File: config.mk
export PLATFORM = sky130hd
export DESIGN_NAME = program_loader
export DESIGN_NICKNAME = d
export VERILOG_FILES = /design/src/rtl/program_loader.sv
export SDC_FILE = /design/constraint.sdc
export NUM_CORES = 1
export LEC_CHECK = 0
export CAP_MARGIN = 20
export CORE_MARGIN = 4
export CORE_UTILIZATION = 58
export CTS_CLUSTER_DIAMETER = 80
export CTS_CLUSTER_SIZE = 12
export DETAILED_ROUTE_END_ITERATION = 8
export MAX_ROUTING_LAYER = met4
export PLACE_DENSITY = 0.9
export REMOVE_ABC_BUFFERS = 1
export SKIP_CTS_REPAIR_TIMING = 1
export SLEW_MARGIN = 20
export SYNTH_ARGS = -nofsm -noshare
export SYNTH_HDL_FRONTEND = slang
export SYNTH_SLANG_ARGS = --single-unit
File: constraint.sdc
create_clock -name clk -period 5.1 [get_ports clk]
set_input_delay 1.02 -clock clk [delete_from_list [all_inputs] [get_ports clk]]
set_output_delay 1.02 -clock clk [all_outputs]
set_load 0.005 [all_outputs]
File: src/rtl/program_loader.sv
// program_loader: receives a length-prefixed, checksummed byte stream and
// writes it into program memory while holding the CPU core stalled.
//
// Stream format: LEN (1..DEPTH), LEN data bytes, CSUM.
// The load succeeds when (LEN + data bytes + CSUM) mod 256 == 0.
//
// Ports:
//   clk        in   system clock, rising edge
//   reset      in   synchronous active-high reset
//   start      in   one-cycle load request (honoured in IDLE/DONE/ERR)
//   rx_data    in   [7:0] incoming byte
//   rx_valid   in   rx_data valid
//   rx_ready   out  byte accepted this cycle when rx_valid is also 1
//   pm_we      out  program memory write strobe (one cycle per data byte)
//   pm_addr    out  [4:0] program memory write address
//   pm_wdata   out  [7:0] program memory write data
//   cpu_hold   out  CPU stall while program memory is not known good
//   busy       out  load in progress
//   done       out  last load succeeded
//   error      out  last load failed
//   load_count out  [5:0] data bytes written in current/last load
//
// state  | meaning
// -------+-------------------------------------------------------------
// S_IDLE | after reset, waiting for start, CPU not held
// S_LEN  | waiting for the length byte
// S_DATA | receiving data bytes, each one written to program memory
// S_CSUM | waiting for the checksum byte
// S_DONE | load succeeded, CPU released
// S_ERR  | bad length, bad checksum or timeout; CPU stays held
module program_loader #(
  parameter int DEPTH          = 32,
  parameter int TIMEOUT_CYCLES = 255
) (
  input  logic       clk,
  input  logic       reset,
  input  logic       start,
  input  logic [7:0] rx_data,
  input  logic       rx_valid,
  output logic       rx_ready,
  output logic       pm_we,
  output logic [4:0] pm_addr,
  output logic [7:0] pm_wdata,
  output logic       cpu_hold,
  output logic       busy,
  output logic       done,
  output logic       error,
  output logic [5:0] load_count
);

  typedef enum logic [2:0] {
    S_IDLE,
    S_LEN,
    S_DATA,
    S_CSUM,
    S_DONE,
    S_ERR
  } state_t;

  // Idle timer is a down-counter reloaded on every transfer; the timeout
  // fires in the cycle it would reach zero.
  localparam int            IW        = (TIMEOUT_CYCLES > 0) ? $clog2(TIMEOUT_CYCLES + 2) : 1;
  localparam logic [IW-1:0] IDLE_LOAD = IW'(TIMEOUT_CYCLES);
  localparam logic [7:0]    DEPTH_B   = 8'(DEPTH);

  state_t        state_q, state_d;
  logic [7:0]    len_q, len_d;
  logic [7:0]    sum_q, sum_d;
  logic [5:0]    cnt_q, cnt_d;
  logic [IW-1:0] idle_q, idle_d;
  logic          we_q, we_d;
  logic [4:0]    addr_q, addr_d;
  logic [7:0]    wdata_q, wdata_d;

  logic       in_load;
  logic       xfer;
  logic       timeout_hit;
  logic [7:0] sum_next;
  logic       last_data;

  assign in_load     = (state_q == S_LEN) || (state_q == S_DATA) || (state_q == S_CSUM);
  assign xfer        = rx_valid && in_load;
  assign timeout_hit = (TIMEOUT_CYCLES != 0) && (idle_q == IW'(1));
  assign sum_next    = sum_q + rx_data;
  assign last_data   = ({2'b00, cnt_q} + 8'd1) == len_q;

  always_comb begin
    state_d = state_q;
    len_d   = len_q;
    sum_d   = sum_q;
    cnt_d   = cnt_q;
    idle_d  = idle_q;
    we_d    = 1'b0;
    addr_d  = addr_q;
    wdata_d = wdata_q;

    case (state_q)
      S_IDLE, S_DONE, S_ERR: begin
        if (start) begin
          state_d = S_LEN;
          len_d   = 8'd0;
          sum_d   = 8'd0;
          cnt_d   = 6'd0;
          idle_d  = IDLE_LOAD;
        end
      end
      S_LEN: begin
        if (xfer) begin
          sum_d  = sum_next;
          idle_d = IDLE_LOAD;
          if ((rx_data == 8'd0) || (rx_data > DEPTH_B)) begin
            state_d = S_ERR;
          end else begin
            len_d   = rx_data;
            state_d = S_DATA;
          end
        end
      end
      S_DATA: begin
        if (xfer) begin
          we_d    = 1'b1;
          addr_d  = cnt_q[4:0];
          wdata_d = rx_data;
          cnt_d   = cnt_q + 6'd1;
          sum_d   = sum_next;
          idle_d  = IDLE_LOAD;
          if (last_data) state_d = S_CSUM;
        end
      end
      S_CSUM: begin
        if (xfer) state_d = (sum_next == 8'd0) ? S_DONE : S_ERR;
      end
      default: state_d = S_IDLE;
    endcase

    // A transfer always wins over the timeout in the same cycle.
    if (in_load && !xfer) begin
      if (timeout_hit) begin
        state_d = S_ERR;
      end else if (TIMEOUT_CYCLES != 0) begin
        idle_d = idle_q - IW'(1);
      end
    end
  end

  always_ff @(posedge clk) begin
    if (reset) begin
      state_q <= S_IDLE;
      len_q   <= 8'd0;
      sum_q   <= 8'd0;
      cnt_q   <= 6'd0;
      idle_q  <= '0;
      we_q    <= 1'b0;
      addr_q  <= 5'd0;
      wdata_q <= 8'd0;
    end else begin
      state_q <= state_d;
      len_q   <= len_d;
      sum_q   <= sum_d;
      cnt_q   <= cnt_d;
      idle_q  <= idle_d;
      we_q    <= we_d;
      addr_q  <= addr_d;
      wdata_q <= wdata_d;
    end
  end

  assign rx_ready   = in_load;
  assign busy       = in_load;
  assign cpu_hold   = in_load || (state_q == S_ERR);
  assign done       = (state_q == S_DONE);
  assign error      = (state_q == S_ERR);
  assign pm_we      = we_q;
  assign pm_addr    = addr_q;
  assign pm_wdata   = wdata_q;
  assign load_count = cnt_q;

endmodule

==> results.cfg, run 1 <==
[final_layout]
antenna_cells = 0
post-route-cell-area_mm2 = 0.002954
final_util_pct = 72.29
area_growth_pct = 18.29
layout.cells.non_filler = 392
nets = 364
final_layout_size_suffix_gt1_share_pct = 3.801
mostFrequentLayoutCells = dfxtp_1, nand2_1, a21oi_1, clkdlybuf4s50_1, nor2_1
layout_commonest_cell = dfxtp_1

[place]
dp_worst_setup_slack_ns = 1.646
gp_congestion = 1.054
portBuffers = 36
place_inst = 384
placed_area_mm2 = 0.002861
hpwl_um = 4154

[synthesis]
ys_warn_count = 0
synthTopCellsByArea = dfxtp_1, a21oi_1, nand2_1
avgSynthCellArea_um2 = 8.030
synthFlopType = dfxtp_1
ys_seq_area_share_pct = 38.48
async_flop_share_pct = 0
syn_inst = 311
syn_area_mm2 = 0.002497
yosysUniqueCellTypes = 44
synth-seq-cells = 48
synth_edf_count = 0
synth_top_cell_area_share_pct = 38.48
synth_area_leader_cell = dfxtp_1

[sta]
max_freq_mhz = 315.6
finClkSkew_ns = 0.007647
drv_slew = 0
setup_violations = 0
worst_pin_slew_ns = 0.9476
hold_viol = 0
holdWs_ns = 0.4577
finalSetupTns_ns = 0
finalWorstSetupSlack_ns = 1.932
finalCriticalPeriod_ns = 3.168
period_share_pct = 62.12
rsz0062_at_grt = false
relSlewSlack_pct = 36.63

[clock_network]
cts_buffers = 5
clockBufferDepth = 2
clkSinkCount = 48
cts_tree = done
clockRootBuffer = clkbuf_8
h-tree-depth = 2
clk-insertion-delay-late_ns = 0.30
clk_pin_slew_worst_paths_ns = 0.09

[pwr]
power_density_mw_per_mm2 = 267.5
irDropWorstVdd_v = 0.0001476
p_sw_share_pct = 29.04
design_power_total_mw = 0.7902
switchingPower_mw = 0.2295
p_leak_nw = 1.091
intPower_mw = 0.5607
p_seq_share_pct = 52.0
pwr-share-clk_pct = 29.8
combPwrFrac_pct = 18.2

[global_routing]
first_global_vias = 2186
grt_antenna_before_repair = 0
grt_usage_pct = 23.88
grt_max_degree = 27
gr-total-overflow = 0
grt_pass1_wl_um = 9860

[drt]
vias = 2387
dr.pass1.iters = 5
drt_iter0_drc = 152
final_antenna_net_count = 0
routedWlPerCell_um = 15.06
drc = 0
wl_um = 5902
via_per_inst = 6.089

[floorplan]
initial_core_util_pct = 61.11
dieArea_mm2 = 0.005420
ios = 37
rows = 23
die_y_um = 73.62
core_mm2 = 0.004086
die_w_um = 73.62

[run_status]
status = finished clean

[worst_setup_path]
crit_path_end_kind = flop
cp_max_fo = 5
crit_arrival_ns = 3.35
rr_worst_depth = 8
critical_path_class = in2reg
start_kind = input pin
crit_required_ns = 5.28

[hold_path]
hold_class = reg2reg
whs_path_depth = 2

[job]
maxCapViolCount = 0
## critical path, stage by stage
cell	delay [ns]
clkdlybuf4s50_1	0.49
ha_1	0.27
fa_1	0.42
a21o_1	0.18
a21oi_1	0.17
xnor2_1	0.12
nand4bb_1	0.18
a2111oi_0	0.39
o22ai_1	0.11
## cell usage after synthesis (2+ instances only)
cell,count
nand2_1,38
a311oi_1,2
a31oi_1,3
inv_1,4
ha_1,10
nand3b_1,4
a211oi_1,7
xor2_1,7
a21oi_1,37
nor2_1,30
nand4_1,4
nor3b_1,2
xnor2_1,9
nand2b_1,9
and2_1,4
a21o_1,4
o21ai_1,9
or3_1,8
nand3_1,11
o22ai_1,3
or4_1,3
o21ai_0,7
and3_1,3
nor2b_1,3
nor4_1,2
nor3_1,7
clkbuf_1,10
buf_2,2
a22oi_1,7
dfxtp_1,48
## cell type report
cell class	instances	area, um^2
clock buffer	6	82.58
inverter	6	22.52
clock inverter	2	10.01
fill	328	1132
multi-input combinational	243	1448
sequential	48	960.9
timing repair buffer	37	367.9
tap	50	62.56
## path summary, 6_finish.rpt
kind / slack, ns / startpoint / end
worst max-delay path: 1.93 / rx_data[0] / state_q[0]
worst min-delay path: 0.46 / pm_wdata[4] / pm_wdata[4]
worst max register to register: 2.86 / sum_q[0] / state_q[0]
worst min register to register: 0.46 / pm_wdata[4] / pm_wdata[4]
## kinds of logic after synthesis
kind of cell,share of synthesized area [%]
simple gates,26.10
compound gates,20.44
flops,38.48
buf+inv,3.557
xor+xnor,5.611
fa+ha+maj,5.812
## registers in the layout (all words and copies together), names as in the netlist
signal      count
load_count      6
pm_we           1
len_q           8
pm_addr         5
idle_q          9
pm_wdata        8
state_q         3
sum_q           8
## power groups by stage
stage          logic [mW]  clock network (mW)  registers [mW]
3_3_place_gp        0.137                   0           0.418
2_1_floorplan      0.0925                   0           0.414
6_report            0.144               0.235           0.411
4_1_cts             0.143               0.240           0.410
3_5_place_dp        0.141                   0           0.419
5_1_grt             0.160               0.253           0.414
## layer usage
metal	up-vias	global-route usage [%]	routed length (um)
li1	1169	-	-
met1	1116	30.82	2705
met2	92	37.60	2747
met3	10	4.378	360
met4	0	8.048	89
met5	-	-	0
(Power assumes the default switching activity.)
==> run 2, diff against run 1 <==
--- a/config.mk
+++ b/config.mk
@@ -7,12 +7,12 @@
 export LEC_CHECK = 0
 export CAP_MARGIN = 20
 export CORE_MARGIN = 4
-export CORE_UTILIZATION = 58
+export CORE_UTILIZATION = 54
 export CTS_CLUSTER_DIAMETER = 80
 export CTS_CLUSTER_SIZE = 12
 export DETAILED_ROUTE_END_ITERATION = 8
 export MAX_ROUTING_LAYER = met4
-export PLACE_DENSITY = 0.9
+export PLACE_DENSITY = 0.85
 export REMOVE_ABC_BUFFERS = 1
 export SKIP_CTS_REPAIR_TIMING = 1
 export SLEW_MARGIN = 20
==> constraint.sdc (replaced) <==
create_clock -name clk -period 3.18 [get_ports clk]
set_input_delay 0.636 -clock clk [delete_from_list [all_inputs] [get_ports clk]]
set_output_delay 0.636 -clock clk [all_outputs]
set_load 0.005 [all_outputs]
==> results.cfg, run 2 (same netlist as run 1, synthesis figures left out) <==
[final_layout]
antenna_cells = 0
layout_commonest_cell = dfxtp_1
mostFrequentLayoutCells = dfxtp_1, nand2_1, a21oi_1, clkdlybuf4s50_1, nor2_1
final_layout_size_suffix_gt1_share_pct = 5.172
largest_reg_flops = 9
nets = 370
top_register = idle_q
area_growth_pct = 20.24
layout.cells.non_filler = 400

[place]
portBuffers = 36
hpwl_um = 4269
gp_congestion = 0.9440
place_inst = 392

[worst_setup_path]
start_kind = input pin
crit_path_end = state_q[0]
crit_arrival_ns = 2.99
startpoint = rx_data[0]
cp_max_fo = 3
r2r_slack_ns = 0.84
critical_path_class = in2reg
rr_worst_depth = 7
worstReg2RegEnd = state_q[0]
crit_required_ns = 3.35
r2r-start = sum_q[0]
crit_path_end_kind = flop

[sta]
worst_pin_slew_ns = 0.6706
drv_slew = 0
setup_violations = 0
period_share_pct = 88.92
hold_viol = 0
max_freq_mhz = 353.6
relSlewSlack_pct = 54.95
rsz0062_at_grt = false
finalCriticalPeriod_ns = 2.828
finalSetupTns_ns = 0
finClkSkew_ns = 0.003346

[drt]
wl_um = 5769
vias = 2347
drt_iter0_drc = 152
dr.pass1.iters = 5
via_per_inst = 5.868
final_antenna_net_count = 0
drc = 0
routedWlPerCell_um = 14.42

[job]
maxCapViolCount = 0

[pwr]
p_seq_share_pct = 52.0
intPower_mw = 0.9087
p_sw_share_pct = 28.39
irDropWorstVdd_v = 0.0003136
switchingPower_mw = 0.3602
combPwrFrac_pct = 18.6
power_density_mw_per_mm2 = 422.5
pwr-share-clk_pct = 29.4
p_leak_nw = 1.113

[global_routing]
grt_pass1_wl_um = 10030
grt_max_degree = 37
first_global_vias = 2206
gr-total-overflow = 0
grt_antenna_before_repair = 0
grt_usage_pct = 20.79

[clock_network]
clockBufferDepth = 2
clkSinkCount = 48
cts_buffers = 5
clk-insertion-delay-late_ns = 0.29
clockRootBuffer = clkbuf_8
cts_tree = done
clk_pin_slew_worst_paths_ns = 0.08
h-tree-depth = 2

[hold_path]
hold_class = reg2reg

[floorplan]
core_mm2 = 0.004414
rows = 24
dieArea_mm2 = 0.005777
ios = 37
initial_core_util_pct = 56.58
die_y_um = 76.01
die_w_um = 76.01

[run_status]
status = finished clean
[run 2: worst min-delay path by stage]
stage                           start           to  slack, ns  cells past startpoint
after CTS                 pm_wdata[7]  pm_wdata[7]       0.46                      2
after floorplan              len_q[7]     len_q[7]       0.43                      1
after detailed placement  pm_wdata[7]  pm_wdata[7]       0.45                      2
final                     pm_wdata[7]  pm_wdata[7]       0.46                      2
after global routing       pm_addr[3]   pm_addr[3]       0.48                      2
after global placement     pm_addr[4]   pm_addr[4]       0.44                      2
[run 2: final cells by class]
cell class | instances | area (um^2)
Timing Repair Buffer | 43 | 412.9
Fill cell | 358 | 1411
Multi-Input combinational cell | 243 | 1448
Tap cell | 52 | 65.06
Clock inverter | 1 | 7.507
Clock buffer | 7 | 86.33
Sequential cell | 48 | 960.9
Inverter | 6 | 22.52
[run 2: metal layers]
metal	part of all wire, %	GRT usage [%]
met1	46	27.27
met2	47	32.62
met3	5.2	3.783
met4	1.7	6.228
met5	0	-
[run 2: worst max-delay path: stages]
cell,delay [ns]
clkdlybuf4s50_1,0.44
ha_1,0.24
fa_1,0.43
xor2_1,0.21
nor4b_1,0.33
nand4bb_1,0.13
a2111oi_0,0.46
o22ai_1,0.12
[run 2: power by group through the flow]
stage,Sequential (mW),Combinational (mW),Clock [mW]
4_1_cts,0.659,0.235,0.383
5_1_grt,0.664,0.264,0.410
3_3_place_gp,0.671,0.227,0
3_5_place_dp,0.672,0.234,0
2_1_floorplan,0.665,0.148,0
6_report,0.660,0.236,0.373
[run 2: through the flow]
stage               total power, mW  utilization (%)  hold WS [ns]  area [um^2]  setup WS (ns)
global placement             0.8982            65.90        0.4431         2909         0.2382
CTS                           1.276            68.03        0.4583         3003         0.4272
floorplan                    0.8131                -        0.4302         2431         0.7855
finish                        1.269            68.03        0.4573         3003         0.3523
global route                  1.339            68.03        0.4785         3003         0.1964
detailed placement           0.9059            65.90        0.4464         2909         0.1056
==> run 3, diff against run 2 <==
--- a/config.mk
+++ b/config.mk
@@ -7,12 +7,12 @@
 export LEC_CHECK = 0
 export CAP_MARGIN = 20
 export CORE_MARGIN = 4
-export CORE_UTILIZATION = 54
-export CTS_CLUSTER_DIAMETER = 80
+export CORE_UTILIZATION = 30
+export CTS_CLUSTER_DIAMETER = 60
 export CTS_CLUSTER_SIZE = 12
 export DETAILED_ROUTE_END_ITERATION = 8
 export MAX_ROUTING_LAYER = met4
-export PLACE_DENSITY = 0.85
+export PLACE_DENSITY = 0.54
 export REMOVE_ABC_BUFFERS = 1
 export SKIP_CTS_REPAIR_TIMING = 1
 export SLEW_MARGIN = 20
==> results.cfg, run 3 (same netlist as run 1, synthesis figures left out) <==
[floorplan]
rows = 33
core_mm2 = 0.008175
die_w_um = 99.24
dieArea_mm2 = 0.009849
ios = 37
initial_core_util_pct = 30.55
die_y_um = 99.24

[drt]
drc = 0
dr.pass1.iters = 4
drt_iter0_drc = 149
routedWlPerCell_um = 13.89
wl_um = 6293
vias = 2302
final_antenna_net_count = 0
via_per_inst = 5.082

[worst_setup_path]
crit_path_end_kind = flop
critical_path_class = in2reg
r2r-start = sum_q[0]
cp_max_fo = 3
worstReg2RegEnd = state_q[0]
crit_required_ns = 3.35
crit_arrival_ns = 2.89
rr_worst_depth = 7
start_kind = input pin
r2r_slack_ns = 0.93

[final_layout]
mostFrequentLayoutCells = dfxtp_1, nand2_1, a21oi_1, clkdlybuf4s50_1, nor2_1
post-route-cell-area_mm2 = 0.003069
nets = 370
largest_reg_flops = 9
final_layout_size_suffix_gt1_share_pct = 5.172
layout_commonest_cell = dfxtp_1
top_register = idle_q
antenna_cells = 0
fillCellCount = 880
area_growth_pct = 22.90

[clock_network]
h-tree-depth = 2
cts_tree = done
clkSinkCount = 48
clockRootBuffer = clkbuf_8
clockBufferDepth = 2
cts_buffers = 5
clk_pin_slew_worst_paths_ns = 0.09
clk-insertion-delay-late_ns = 0.30

[sta]
relSlewSlack_pct = 51.28
worst_pin_slew_ns = 0.7307
hold_viol = 0
period_share_pct = 85.57
finClkSkew_ns = 0.007383
finalSetupTns_ns = 0
max_freq_mhz = 367.5
rsz0062_at_grt = false
finalCriticalPeriod_ns = 2.721
drv_slew = 0
setup_violations = 0

[place]
gp_congestion = 0.8418
placed_area_mm2 = 0.002975
portBuffers = 36
hpwl_um = 4436

[hold_path]
whs_path_depth = 2
hold_end = pm_addr[3]
hold_class = reg2reg
min_from = pm_addr[3]

[global_routing]
grt_antenna_before_repair = 0
grt_max_degree = 49
gr-total-overflow = 0
first_global_vias = 2175
grt_pass1_wl_um = 10620
grt_usage_pct = 13.50

[pwr]
power_density_mw_per_mm2 = 416.4
p_leak_nw = 1.113
irDropWorstVdd_v = 0.0002026

[job]
maxCapViolCount = 0

[run_status]
status = finished clean
==> run 3: cell counts in the layout (fill, tap and decap cells not counted) <==
No cell type changed its count.
==> run 3: critical path: stages <==
cell             delay [ns]
clkdlybuf4s50_1        0.43
ha_1                   0.24
fa_1                   0.43
xor2_1                 0.20
nor4b_1                0.32
nand4bb_1              0.14
a2111oi_0              0.40
o22ai_1                0.11
==> run 3: area by class of cell <==
| cell class | instances | area, um^2 | share of cell area [%] |
|---|---|---|---|
| timing repair buffer | 43 | 412.9 | 13.45 |
| clock buffer | 7 | 86.33 | 2.813 |
| inverter | 6 | 22.52 | 0.7338 |
| multi-input combinational | 243 | 1448 | 47.17 |
| clock inverter | 1 | 7.507 | 0.2446 |
| sequential | 48 | 960.9 | 31.31 |
| tap | 105 | 131.4 | 4.280 |
==> run 3: through the flow <==
step	hold WS (ns)	utilization, %	power, mW	setup WS (ns)	instances
2_1_floorplan	0.4302	-	0.8131	0.7855	297
3_3_place_gp	0.4457	36.39	0.9070	0.1933	445
3_5_place_dp	0.4487	36.39	0.9086	0.1265	445
4_1_cts	0.4603	37.54	1.300	0.4599	453
5_1_grt	0.4805	37.54	1.355	0.3242	453
6_report	0.4572	37.54	1.278	0.4587	453
==> run 3: worst max path at each step <==
stage / startpoint / end / slack [ns] / cells after the start
6_report: rx_data[0] / state_q[0] / 0.46 / 8
5_1_grt: rx_data[3] / state_q[0] / 0.32 / 8
4_1_cts: rx_data[0] / state_q[0] / 0.46 / 8
3_5_place_dp: rx_data[0] / state_q[0] / 0.13 / 8
3_3_place_gp: rx_data[0] / state_q[0] / 0.19 / 9
2_1_floorplan: rx_data[0] / state_q[0] / 0.79 / 8
==> run 3: report_power, final <==
part	total (mW)	internal [mW]	switching (mW)
Clock	0.383	0.177	0.206
Sequential	0.659	0.628	0.0306
Combinational	0.236	0.104	0.133
==> run 3: metal layers <==
layer	global-route usage [%]	part of all wire [%]	routed length, um	vias to the layer above
li1	-	-	-	1180
met1	18.73	50	3159	1061
met2	19.78	43	2723	52
met3	2.244	4.4	280	9
met4	4.832	2.0	129	0
met5	-	0	0	-
